### src/rtl/i2c_cond_pkg.sv
// Shared constants and types for the I2C pad-input conditioning stage.
// Used by i2c_glitch_filter and i2c_line_cond.
package i2c_cond_pkg;

  localparam int unsigned FILT_LEN_DEF  = 4;
  localparam int unsigned STUCK_CYC_DEF = 100000;
  localparam int unsigned FILT_CW       = 4;
  localparam int unsigned STUCK_CW      = 24;

  // One sample of the two bus lines.
  typedef struct packed {
    logic scl;
    logic sda;
  } i2c_lines_t;

endpackage

### src/rtl/i2c_glitch_filter.sv
// Two-flop synchroniser followed by a run-length glitch filter.
// The output follows the input only after FILT_LEN consecutive differing samples.
module i2c_glitch_filter
  import i2c_cond_pkg::*;
#(
  parameter int unsigned FILT_LEN = FILT_LEN_DEF
) (
  input  logic PCLK,
  input  logic PRESETn,
  input  logic d_i,
  output logic q_o
);

  localparam logic [FILT_CW-1:0] CNT_LAST = FILT_CW'(FILT_LEN - 1);

  generate
    if (FILT_LEN == 0 || FILT_LEN > 15) begin : g_bad_filt_len
      $error("i2c_glitch_filter: FILT_LEN must be in 1..15");
    end
  endgenerate

  logic [1:0]         sync_q;
  logic [FILT_CW-1:0] cnt_q;

  // Idle bus is high, so everything resets to 1 and no edge is seen on release.
  always_ff @(posedge PCLK or negedge PRESETn) begin
    if (!PRESETn) begin
      sync_q <= 2'b11;
      cnt_q  <= '0;
      q_o    <= 1'b1;
    end else begin
      sync_q <= {sync_q[0], d_i};
      if (sync_q[1] == q_o) begin
        cnt_q <= '0;
      end else if (cnt_q == CNT_LAST) begin
        q_o   <= sync_q[1];
        cnt_q <= '0;
      end else begin
        cnt_q <= cnt_q + FILT_CW'(1);
      end
    end
  end

endmodule

### src/rtl/i2c_line_cond.sv
// SCL/SDA conditioning: filtering, START/STOP detection, bus-busy tracking.
// Define I2C_STUCK_DET_EN to build the SCL-stuck-low detector; otherwise scl_stuck is 0.
module i2c_line_cond
  import i2c_cond_pkg::*;
#(
  parameter int unsigned FILT_LEN  = FILT_LEN_DEF,
  parameter int unsigned STUCK_CYC = STUCK_CYC_DEF
) (
  input  logic PCLK,
  input  logic PRESETn,
  input  logic scl_pad_i,
  input  logic sda_pad_i,
  output logic scl_i,
  output logic sda_i,
  output logic start_det,
  output logic stop_det,
  output logic bus_busy,
  output logic scl_stuck
);

  generate
    if (STUCK_CYC == 0 || STUCK_CYC > 32'h00FF_FFFF) begin : g_bad_stuck_cyc
      $error("i2c_line_cond: STUCK_CYC must be in 1..2^24-1");
    end
  endgenerate

  i2c_lines_t prev_q;
  logic       start_c;
  logic       stop_c;

  i2c_glitch_filter #(.FILT_LEN(FILT_LEN)) u_scl_filt (
    .PCLK    (PCLK),
    .PRESETn (PRESETn),
    .d_i     (scl_pad_i),
    .q_o     (scl_i)
  );

  i2c_glitch_filter #(.FILT_LEN(FILT_LEN)) u_sda_filt (
    .PCLK    (PCLK),
    .PRESETn (PRESETn),
    .d_i     (sda_pad_i),
    .q_o     (sda_i)
  );

  // SCL must be high before and after the SDA edge, so simultaneous edges never qualify.
  assign start_c = prev_q.scl & scl_i &  prev_q.sda & ~sda_i;
  assign stop_c  = prev_q.scl & scl_i & ~prev_q.sda &  sda_i;

  always_ff @(posedge PCLK or negedge PRESETn) begin
    if (!PRESETn) begin
      prev_q    <= '{scl: 1'b1, sda: 1'b1};
      start_det <= 1'b0;
      stop_det  <= 1'b0;
      bus_busy  <= 1'b0;
    end else begin
      prev_q    <= '{scl: scl_i, sda: sda_i};
      start_det <= start_c;
      stop_det  <= stop_c;
      if (start_c) begin
        bus_busy <= 1'b1;
      end else if (stop_c) begin
        bus_busy <= 1'b0;
      end
    end
  end

`ifdef I2C_STUCK_DET_EN
  localparam logic [STUCK_CW-1:0] STUCK_MAX = STUCK_CW'(STUCK_CYC);

  logic [STUCK_CW-1:0] stuck_cnt_q;
  logic [STUCK_CW-1:0] stuck_cnt_d;

  // Saturating count of consecutive filtered-SCL-low cycles.
  always_comb begin
    stuck_cnt_d = stuck_cnt_q;
    if (scl_i) begin
      stuck_cnt_d = '0;
    end else if (stuck_cnt_q != STUCK_MAX) begin
      stuck_cnt_d = stuck_cnt_q + STUCK_CW'(1);
    end
  end

  always_ff @(posedge PCLK or negedge PRESETn) begin
    if (!PRESETn) begin
      stuck_cnt_q <= '0;
      scl_stuck   <= 1'b0;
    end else begin
      stuck_cnt_q <= stuck_cnt_d;
      scl_stuck   <= (stuck_cnt_d == STUCK_MAX);
    end
  end
`else
  assign scl_stuck = 1'b0;
`endif

endmodule

### config.mk
export PLATFORM = sky130hd
export DESIGN_NAME = i2c_line_cond
export DESIGN_NICKNAME = d
export VERILOG_FILES = /design/src/rtl/i2c_cond_pkg.sv /design/src/rtl/i2c_glitch_filter.sv /design/src/rtl/i2c_line_cond.sv
export SDC_FILE = /design/constraint.sdc
export NUM_CORES = 1
export LEC_CHECK = 0
export BUFFER_PORTS_ARGS = -buffer_cell sky130_fd_sc_hd__buf_4
export CAP_MARGIN = 20
export CORE_AREA = 2 2 43 45
export CTS_CLUSTER_SIZE = 16
export DETAILED_ROUTE_END_ITERATION = 10
export DIE_AREA = 0 0 45 47
export MAX_ROUTING_LAYER = met4
export PLACE_DENSITY = 0.75
export SLEW_MARGIN = 0
export SYNTH_ARGS = -nofsm -noshare
export SYNTH_HDL_FRONTEND = slang
export SYNTH_SLANG_ARGS = --single-unit
export TNS_END_PERCENT = 50
### constraint.sdc
create_clock -name PCLK -period 3.51 [get_ports PCLK]
set_clock_uncertainty 0.15 [all_clocks]
set_input_delay 0.702 -clock PCLK [delete_from_list [all_inputs] [get_ports PCLK]]
set_output_delay 0.702 -clock PCLK [all_outputs]
set_load 0.02 [all_outputs]
==> results of run 1 <==
==> power groups by stage <==
stage | logic [mW] | registers (mW) | clock network (mW)
6_report | 0.154 | 0.332 | 0.106
5_1_grt | 0.175 | 0.344 | 0.122
4_1_cts | 0.158 | 0.334 | 0.112
3_5_place_dp | 0.157 | 0.338 | 0
2_1_floorplan | 0.0763 | 0.356 | 0
3_3_place_gp | 0.155 | 0.334 | 0
==> kinds of logic (layout without fill, tap and decap cells) <==
kind of cell	Yosys count	in the layout
muxes	1	1
buffers and inverters	2	13
AOI/OAI and AO/OA	5	5
xor gates and xnor gates	4	4
adders and majority gates	2	2
other	1	1
DFF	19	19
and+or+nand+nor	19	19
==> Yosys cell counts <==
cell type,count
dfrtp_1,11
dfstp_2,8
nand3_1,3
nor2_1,3
a21oi_1,2
ha_1,2
nand2_1,2
nand2b_1,2
nand3b_1,2
nor2b_1,2
nor3_1,2
nor3b_2,2
o21ai_0,2
xnor2_1,2
xor2_1,2
buf_4,1
conb_1,1
inv_1,1
mux2_1,1
nor3_2,1
o31ai_1,1
==> final cells by class <==
cell class                      instances  area [sq um]  area share, %
Sequential cell                        19           485           59.2
Timing Repair Buffer                    8          60.1           7.33
Multi-Input combinational cell         32           221           27.0
Inverter                                1          3.75          0.458
Clock buffer                            3          22.5           2.75
Tap cell                               17          21.3           2.60
Clock inverter                          1          5.00          0.611
==> registers in the layout, indices dropped and copies added, names as in the netlist <==
| register | cells |
|---|---|
| u_sda_filt.sync_q | 2 |
| u_sda_filt.cnt_q | 4 |
| u_scl_filt.cnt_q | 4 |
| u_scl_filt.q_o | 1 |
| stop_det | 1 |
| u_sda_filt.q_o | 1 |
| bus_busy | 1 |
| start_det | 1 |
| u_scl_filt.sync_q | 2 |
| prev_q | 2 |
==> how the worst min path moves through the flow <==
| stage | from | endpoint | slack, ns | depth (start not counted) |
|---|---|---|---|---|
| 3_3_place_gp | u_scl_filt.sync_q[0] | u_scl_filt.sync_q[1] | 0.20 | 0 |
| 3_5_place_dp | u_sda_filt.sync_q[0] | u_sda_filt.sync_q[1] | 0.20 | 0 |
| 5_1_grt | PRESETn | u_sda_filt.cnt_q[1] | 0.11 | 1 |
| 6_report | PRESETn | u_sda_filt.cnt_q[1] | 0.11 | 1 |
| 2_1_floorplan | u_scl_filt.sync_q[0] | u_scl_filt.sync_q[1] | 0.20 | 0 |
| 4_1_cts | PRESETn | u_sda_filt.cnt_q[1] | 0.11 | 1 |
==> metal layers <==
metal | wire, um | vias up | GRT usage [%]
li1 | - | 197 | -
met1 | 440 | 191 | 14.1
met2 | 488 | 7 | 21.7
met3 | 42 | 0 | 2.31
met4 | 0 | 0 | 7.06
met5 | 0 | - | -
==> results.md, run 1 <==
* Filler instances at around 160
* Delay-heaviest family, CP: flip-flops
* Boundary Pins at 10
* Period utilization at 54.0%
* CP Class: register to output pin
* Mux contribution to synthesized area at 1.57%
* Synth Area in Adders at under 10%
* Final net count at 71
* Yosys top cell area share at about two fifths
* Post-DP HPWL at approximately 760 um
* Largest family of logic cells by synthesized area: simple AND/OR/NAND/NOR gates
* Overall Global Routing Usage at 12.8%
* Hold buffer count at cts at 0
* CTS buffer count at 3
* Worst setup EP type: output pin
* Pre-CTS WS at between 1.5 and 2 ns
* Gate power share at between 20% and 30%
* Core Region at around 0.0017 sq mm
* Maximum number of pins on one net before global-route repair at 20
* Non-filler cells, final at 81
* Crit-path max FO at 6
* I/O Buffers at 8
* Stages on the worst setup path at 1
* XOR/XNOR share of the synthesized area at about 5%
* Grt ovf at 0
* RSZ-0062 raised after global routing: false
* Critical path endpoint: sda_i
* P_int at just over 0.4 mW
* Final Hold Fails at 0
* Flop pwr share at a little under three fifths
* Drc violations at 0
* Switching power at 0.189 mW
* Ys Warns at 0
* Longest Clk Path Bufs at 2
* Syn nets at 59
* Final WS setup at about 1.6 ns
* Reg2reg start: u_scl_filt.cnt_q[0]
* Register area share after synthesis at between 60% and 70%
* Post-cts resize count at 0
* WL final at slightly below 1 mm
* Commonest non-fill, non-tap cells in the layout: dfrtp_1 (11), buf_4 (8), dfstp_2 (8)
* Commonest non-fill, non-tap cell in the layout: dfrtp_1
* Initial Util at a little over two fifths
* Syn Area/Cell at 13.6 sq um
* Synth Area in Compound Gates at between 3 and 4%
* Pre-antenna DRT Iters at 3
* WHS at around 0.11 ns
* Slew Viols, Final at 0
* Sw Ratio at 32.0%
* RR Endpoint: u_scl_filt.q_o
* Clk sink count at 19
* CTS tree: done
* Die Span X at approximately 45 um
* Reg2Reg Depth at 3
* Synth Instances at between 50 and 60
* WP data arrival at 1.05 ns
* Antenna fix cells at 0
* Final instance area at ~820 sq um
* Vias in the first global route at around 440
* WP buf/inv at 1
* Worst setup startpoint: u_sda_filt.q_o
* Worst-path clk slew at between 0.1 and 0.15 ns
* DIE AREA at about 0.0021 sq mm
* Initial antenna violation count at 0
* DP Cell Count at 77
* Global-route wire length before repair at 1.80 mm
* Vias/cell at 4.88
* RD Place Congestion at 0.696
* Status: finished, final reports clean
* Post-Synth Simple-Gate Area at between 15 and 20%
* Count of state elements after synthesis at 19
* Initial DRC Count at 1
* Setup TNS at 0 ns
* Required time worst endpoint at roughly 2.7 ns
* Minimum clock period at ~1.9 ns
* Final setup violating endpoints at 0
* H-Tree Depth at 1
* PnR Total Power at between 0.5 and 0.6 mW
* Synth unique cells at 21
* Wire per inst at 12.0 um
* Area grow syn2layout at 14.1%
* Crit path launch type: register
* Fraction of layout cells with a size suffix above 1 at between 30% and 40%
* Placement Cell Area at slightly below 800 sq um
* Top cells by area, synth: dfrtp_1 (38%), dfstp_2 (29%), ha_1 (3.5%), nor3b_2 (3.5%), xnor2_1 (2.4%)
* CP max stage delay at about 0.60 ns
* VDD IR-drop max at approximately 0.00037 V
* Mapped Area at 718 sq um
* R2R setup slack at between 2 and 2.5 ns
* Max-cap violations at 0
* Slowest CP cell: dfstp_2
* Clk_lat worst skew at roughly 0.29 ns
* Via count at just under 400
* Std-Cell Rows at 15
* HP Class: primary input to asynchronous set/reset pin
* Fmax at between 500 and 600 MHz
* Pwr/cell area at 723 mW/mm^2
* Util after Layout at 49.6%
* Cell chain of the critical path: buf_4
* CTS root buffer: clkbuf_4
* Die Y at about 47 um
* Antenna Nets Post-Route at 0
* Clk pwr share at between 15 and 20%
* # Post-CTS Setup Buffers at 0
* Static Leakage at about 0.37 nW
* Synth area leader: dfrtp_1
Power figures use the tool's default switching activity.
==> run 2, diff against run 1 <==
==> constraint.sdc (replaced) <==
create_clock -name PCLK -period 1.9 [get_ports PCLK]
set_clock_uncertainty 0.15 [all_clocks]
set_input_delay 0.38 -clock PCLK [delete_from_list [all_inputs] [get_ports PCLK]]
set_output_delay 0.38 -clock PCLK [all_outputs]
set_load 0.02 [all_outputs]
==> run 2 against run 1 <==
  * Non-clock buffer count up 1
  * Final area is 1.1% higher
  * Critical endpoint is now scl_i
  * Sequential cell count did not move
  * Setup slack got worse by 1.3 ns
  * Clock power is 85% higher
  * Highest routed layer unchanged
  * Register-to-register slack got worse by 1.6 ns
  * Combinational power grew 88%
  * Die area stayed put
  * Utilization up 0.53 points
==> results.md, run 2 (synthesis results as in run 1) <==
* Required time worst endpoint at 1.37 ns (was 2.66 ns)
* Setup TNS at 0 ns (unchanged)
* Crit-path max FO at 6 (unchanged)
* Fmax at roughly 630 MHz
* Overall Global Routing Usage at 13.0% (was 12.8%)
* Die Span X at 45 um (unchanged)
* Core Region at 0.00165 sq mm (unchanged)
* Antenna fix cells at 0 (unchanged)
* CP Class: register to output pin (unchanged)
* Global-route wire length before repair at 1.86 mm (was 1.80 mm)
* VDD IR-drop max at 0.000554 V (was 0.000370 V)
* # Post-CTS Setup Buffers at 0 (unchanged)
* Initial Util at 43.5% (unchanged)
* Longest Clk Path Bufs at 2 (unchanged)
* DP Cell Count at 77 (unchanged)
* Final instance area at 828 sq um (was 820 sq um)
* Period utilization at approximately 83%
* Post-cts resize count at 0 (unchanged)
* Via count at 411 (was 395)
* Die Y at 47 um (unchanged)
* Wire per inst at 12.7 um (was 12.0 um)
* WP data arrival at 1.05 ns (about the same)
* RD Place Congestion at 0.676 (was 0.696)
* H-Tree Depth at 1 (unchanged)
* Initial antenna violation count at 0 (unchanged)
* Post-DP HPWL at 759 um (was 761 um)
* Commonest non-fill, non-tap cell in the layout: dfrtp_1 (unchanged)
* I/O Buffers at 8 (unchanged)
* Pwr/cell area at 1330 mW/mm^2 (was 723 mW/mm^2)
* HP Class: primary input to register (was primary input to asynchronous set/reset pin)
* Vias in the first global route at 428 (was 438)
* Antenna Nets Post-Route at 0 (unchanged)
* Non-filler cells, final at 82 (was 81)
* Top flop regs: u_scl_filt.cnt_q: 4 flops, u_sda_filt.cnt_q: 4 flops (unchanged)
* Crit path launch type: register (unchanged)
* Vias/cell at 5.01 (was 4.88)
* Final net count at 72 (was 71)
* Commonest non-fill, non-tap cells in the layout: dfrtp_1 (11), buf_4 (8), dfstp_2 (8) (unchanged)
* Worst-path clk slew at 0.11 ns (about the same)
* Std-Cell Rows at 15 (unchanged)
* Clk_lat worst skew at 0.29 ns (about the same)
* Max-cap violations at 0 (unchanged)
* Slew Viols, Final at 0 (unchanged)
* Delay-heaviest family, CP: flip-flops (unchanged)
* Worst setup EP type: output pin (unchanged)
* Area grow syn2layout at 15.3% (was 14.1%)
* Pre-antenna DRT Iters at 2 (was 3)
* Final setup violating endpoints at 0 (unchanged)
* CTS tree: done (unchanged)
* Status: finished, final reports clean (unchanged)
* PnR Total Power at 1.10 mW (was 0.593 mW)
* Placement Cell Area at 792 sq um (unchanged)
* WP buf/inv at 1 (unchanged)
* Grt ovf at 0 (unchanged)
* CP max stage delay at 0.60 ns (about the same)
* Boundary Pins at 10 (unchanged)
* Filler instances at 156 (was 158)
* Cell chain of the critical path: buf_4 (unchanged)
* Maximum number of pins on one net before global-route repair at 20 (unchanged)
* WL final at 1.04 mm (was 970 um)
* CTS buffer count at 3 (unchanged)
* Drc violations at 0 (unchanged)
* Slowest CP cell: dfstp_2 (unchanged)
* Static Leakage at 0.372 nW (was 0.371 nW)
* Final Hold Fails at 0 (unchanged)
* Minimum clock period at 1.58 ns
* Fraction of layout cells with a size suffix above 1 at 33.8% (was 35.9%)
* Clk sink count at 19 (unchanged)
* Initial DRC Count at 3 (was 1)
* RSZ-0062 raised after global routing: false (unchanged)
* DIE AREA at 0.00212 sq mm (unchanged)
* CTS root buffer: clkbuf_4 (unchanged)
run 2: worst paths after layout:
kind                                         to  depth (start not counted)                  from  slack, ns
max                                       scl_i                          1        u_scl_filt.q_o       0.32
min in group asynchronous   u_scl_filt.cnt_q[3]                          2               PRESETn       0.33
min reg2reg                u_sda_filt.sync_q[1]                          0  u_sda_filt.sync_q[0]       0.21
max reg2reg                      u_scl_filt.q_o                          3   u_scl_filt.cnt_q[0]       0.54
min                        u_scl_filt.sync_q[0]                          1             scl_pad_i       0.03
max in group asynchronous             prev_q[0]                          2               PRESETn       1.00
run 2: cell type report:
class	count	area, sq um	share of cell area [%]
inverters	1	3.75	0.453
flip-flops and latches	19	485	58.6
clock buffers	4	26.3	3.17
well taps	17	21.3	2.57
repair buffers	9	70.1	8.46
multi-input cells	32	221	26.7
run 2: through the flow:
step / hold slack, ns / util (%) / worst slack [ns]
6_report: 0.0348 / 50.2 / 0.324
5_1_grt: 0.0135 / 50.2 / 0.268
4_1_cts: 0.0258 / 50.2 / 0.310
3_5_place_dp: 0.113 / 48.0 / 0.526
3_3_place_gp: 0.111 / 48.0 / 0.626
2_1_floorplan: -0.0656 / - / 0.627
run 2: layer usage:
layer	part of all wire, %	up-vias	GRT usage, %
li1	-	201	-
met1	44	203	16.2
met2	52	7	20.3
met3	3.9	0	2.31
met4	0	0	7.06
met5	0	-	-
run 2: repair_timing:
| item | in CTS | in global routing |
|---|---|---|
| hold endpoints to repair | 11 | 0 |
| setup endpoints to repair | 0 | 0 |
| hold buffers | 1 | 0 |
run 2: where the power goes:
group	leakage, nW	internal (mW)	switching [mW]	total (mW)
Sequential	0.231	0.535	0.0826	0.618
Clock	0.0150	0.0815	0.115	0.196
Combinational	0.127	0.133	0.157	0.290
Total	0.372	0.750	0.354	1.10
==> run 3, diff against run 2 <==
--- a/config.mk
+++ b/config.mk
@@ -12,7 +12,7 @@
 export DETAILED_ROUTE_END_ITERATION = 10
 export DIE_AREA = 0 0 45 47
 export MAX_ROUTING_LAYER = met4
-export PLACE_DENSITY = 0.75
+export PLACE_DENSITY = 0.77
 export SLEW_MARGIN = 0
 export SYNTH_ARGS = -nofsm -noshare
 export SYNTH_HDL_FRONTEND = slang
==> constraint.sdc (replaced) <==
create_clock -name PCLK -period 1.4 [get_ports PCLK]
set_clock_uncertainty 0.15 [all_clocks]
set_input_delay 0.28 -clock PCLK [delete_from_list [all_inputs] [get_ports PCLK]]
set_output_delay 0.28 -clock PCLK [all_outputs]
set_load 0.02 [all_outputs]
==> run 3 against run 2 <==
  * Power increased by 40%
  * Wire length decreased by 8.9%
  * Combinational power increased by 67%
  * Register-to-register slack got worse by 0.48 ns
  * Non-clock buffer count increased by 4
  * Largest power group unchanged
  * Sequential share of layout area decreased by 2.9 points
  * Clock power increased by 34%
  * Hold slack improved by 0.18 ns
  * Sequential power increased by 30%
  * Cell count increased by 4.9%
  * Die area unchanged
  * Global-route usage decreased by 1.1 points
==> results.md, run 3 (synthesis results as in run 1) <==
* Worst-path clk slew at 0.10 ns (was 0.11 ns)
* Drc violations at 0 (unchanged)
* DIE AREA at 0.00212 sq mm (unchanged)
* Cell chain of the critical path: buf_6 (was buf_4)
* Core Region at 0.00165 sq mm (unchanged)
* Hold path depth at 0 (was 1)
* Slowest CP cell: dfstp_2 (unchanged)
* Maximum number of pins on one net before global-route repair at 20 (unchanged)
* H-Tree Depth at 1 (unchanged)
* Filler instances at 144 (was 156)
* DP Cell Count at 77 (unchanged)
* Reg2Reg Depth at 4 (was 3)
* Pre-antenna DRT Iters at 1 (was 2)
* Global-route wire length before repair at 1.70 mm (was 1.86 mm)
* Longest Clk Path Bufs at 2 (unchanged)
* Max-cap violations at 0 (unchanged)
* Required time worst endpoint at 0.97 ns (was 1.37 ns)
* WP buf/inv at 1 (unchanged)
* WL final at 949 um (was 1.04 mm)
* CTS root buffer: clkbuf_4 (unchanged)
* Final Hold Fails at 0 (unchanged)
* Status: finished, final reports clean (unchanged)
* Worst setup startpoint: u_sda_filt.q_o (was u_scl_filt.q_o)
* Fmax at 720 MHz
* CTS tree: done (unchanged)
* Via count at 437 (was 411)
* Vias in the first global route at 431 (was 428)
* Top flop regs: u_scl_filt.cnt_q: 4 flops, u_sda_filt.cnt_q: 4 flops (unchanged)
* VDD IR-drop max at 0.000906 V (was 0.000554 V)
* Final setup violating endpoints at 0 (unchanged)
* Antenna fix cells at 0 (unchanged)
* HP Class: register to register (was primary input to register)
* Commonest non-fill, non-tap cells in the layout: dfrtp_1 (11), buf_4 (8), dfstp_2 (8) (unchanged)
* Overall Global Routing Usage at 11.9% (was 13.0%)
* Antenna Nets Post-Route at 0 (unchanged)
* Slew Viols, Final at 0 (unchanged)
* Post-DP HPWL at 697 um (was 759 um)
* I/O Buffers at 8 (unchanged)
* Delay-heaviest family, CP: flip-flops (unchanged)
* Non-filler cells, final at 86 (was 82)
* Commonest non-fill, non-tap cell in the layout: dfrtp_1 (unchanged)
* Fraction of layout cells with a size suffix above 1 at 34.8% (was 33.8%)
* Period utilization at between 90% and 100%
* Crit path launch type: register (unchanged)
* Initial antenna violation count at 0 (unchanged)
* Vias/cell at 5.08 (was 5.01)
* Die Span X at 45 um (unchanged)
* Clk sink count at 19 (unchanged)
* RSZ-0062 raised after global routing: true (was false)
* Util after Layout at 52.7% (was 50.2%)
* Wire per inst at 11.0 um (was 12.7 um)
* CP Class: register to output pin (unchanged)
* Initial Util at 43.5% (unchanged)
* Clk_lat worst skew at 0.29 ns (about the same)
* WHS Endpoint: u_scl_filt.sync_q[1] (was u_scl_filt.sync_q[0])
* Grt ovf at 0 (unchanged)
* RR Endpoint: bus_busy (was u_scl_filt.q_o)
* Reg2reg start: u_scl_filt.q_o (was u_scl_filt.cnt_q[0])
* PnR Total Power at 1.55 mW (was 1.10 mW)
* Worst hold start: u_scl_filt.sync_q[0] (was scl_pad_i)
* Boundary Pins at 10 (unchanged)
* Static Leakage at 0.393 nW (was 0.372 nW)
* Crit-path max FO at 2 (was 6)
* Final net count at 76 (was 72)
* Die Y at 47 um (unchanged)
* Initial DRC Count at 0 (was 3)
* Worst setup EP type: output pin (unchanged)
* RD Place Congestion at 0.680 (was 0.676)
* CP max stage delay at 0.56 ns (was 0.60 ns)
* R2R setup slack at 0.06 ns (was 0.54 ns)
* WHS at 0.210 ns (was 0.0348 ns)
* Std-Cell Rows at 15 (unchanged)
* CTS buffer count at 3 (unchanged)
* WP data arrival at 0.96 ns (was 1.05 ns)
* Minimum clock period at 1.39 ns
* Pwr/cell area at 1780 mW/mm^2 (was 1330 mW/mm^2)
* Area grow syn2layout at 21.3% (was 15.3%)
==> run 3: cell count changes in the layout (fill, tap and decap cells not counted), sizes merged <==
| cell | delta |
|---|---|
| buf | +2 |
| dlygate4sd3 | +2 |
==> run 3: worst max-delay path by stage <==
stage | end | slack [ns] | cells after the start
final | sda_i | 0.01 | 1
after global placement | u_scl_filt.q_o | 0.12 | 3
after global routing | sda_i | -0.02 | 1
after floorplan | bus_busy | 0.13 | 3
after detailed placement | u_scl_filt.q_o | 0.09 | 3
after CTS | sda_i | -0.0002 | 1
==> run 3: cell type report <==
class	instances	area (sq um)	share of cell area, %
clock buffers	4	26.3	3.02
inverters	1	3.75	0.431
multi-input cells	32	221	25.4
flip-flops and latches	19	485	55.7
well taps	17	21.3	2.44
repair buffers	13	113	12.9
==> run 3: routing by layer <==
metal	GRT usage [%]	up-vias	part of all wire, %
met3	2.31	2	3.6
met2	19.4	9	48
met4	7.06	0	2.2
li1	-	210	-
met5	-	-	0
met1	13.7	216	46
==> run 3: per-stage QoR <==
step	worst slack (ns)	TNS, ns	instance area (sq um)
2_1_floorplan	0.127	0	718
3_3_place_gp	0.124	0	792
3_5_place_dp	0.0869	0	792
4_1_cts	-0.000202	-0.000202	871
5_1_grt	-0.0247	-0.0437	871
6_report	0.0116	0	871
==> run 3: power by group <==
part	switching (mW)	internal (mW)	total [mW]	leakage, nW
Sequential	0.0815	0.725	0.806	0.231
Clock	0.151	0.111	0.262	0.0150
Combinational	0.245	0.238	0.483	0.147
Total	0.478	1.07	1.55	0.393
==> run 3: timing repair <==
action,in CTS,in global routing
gates resized for setup,2,1
hold buffers,3,0
setup endpoints to repair,2,3
pin swaps,0,1
endpoints found under the hold margin,21,0
buffers inserted,2,0
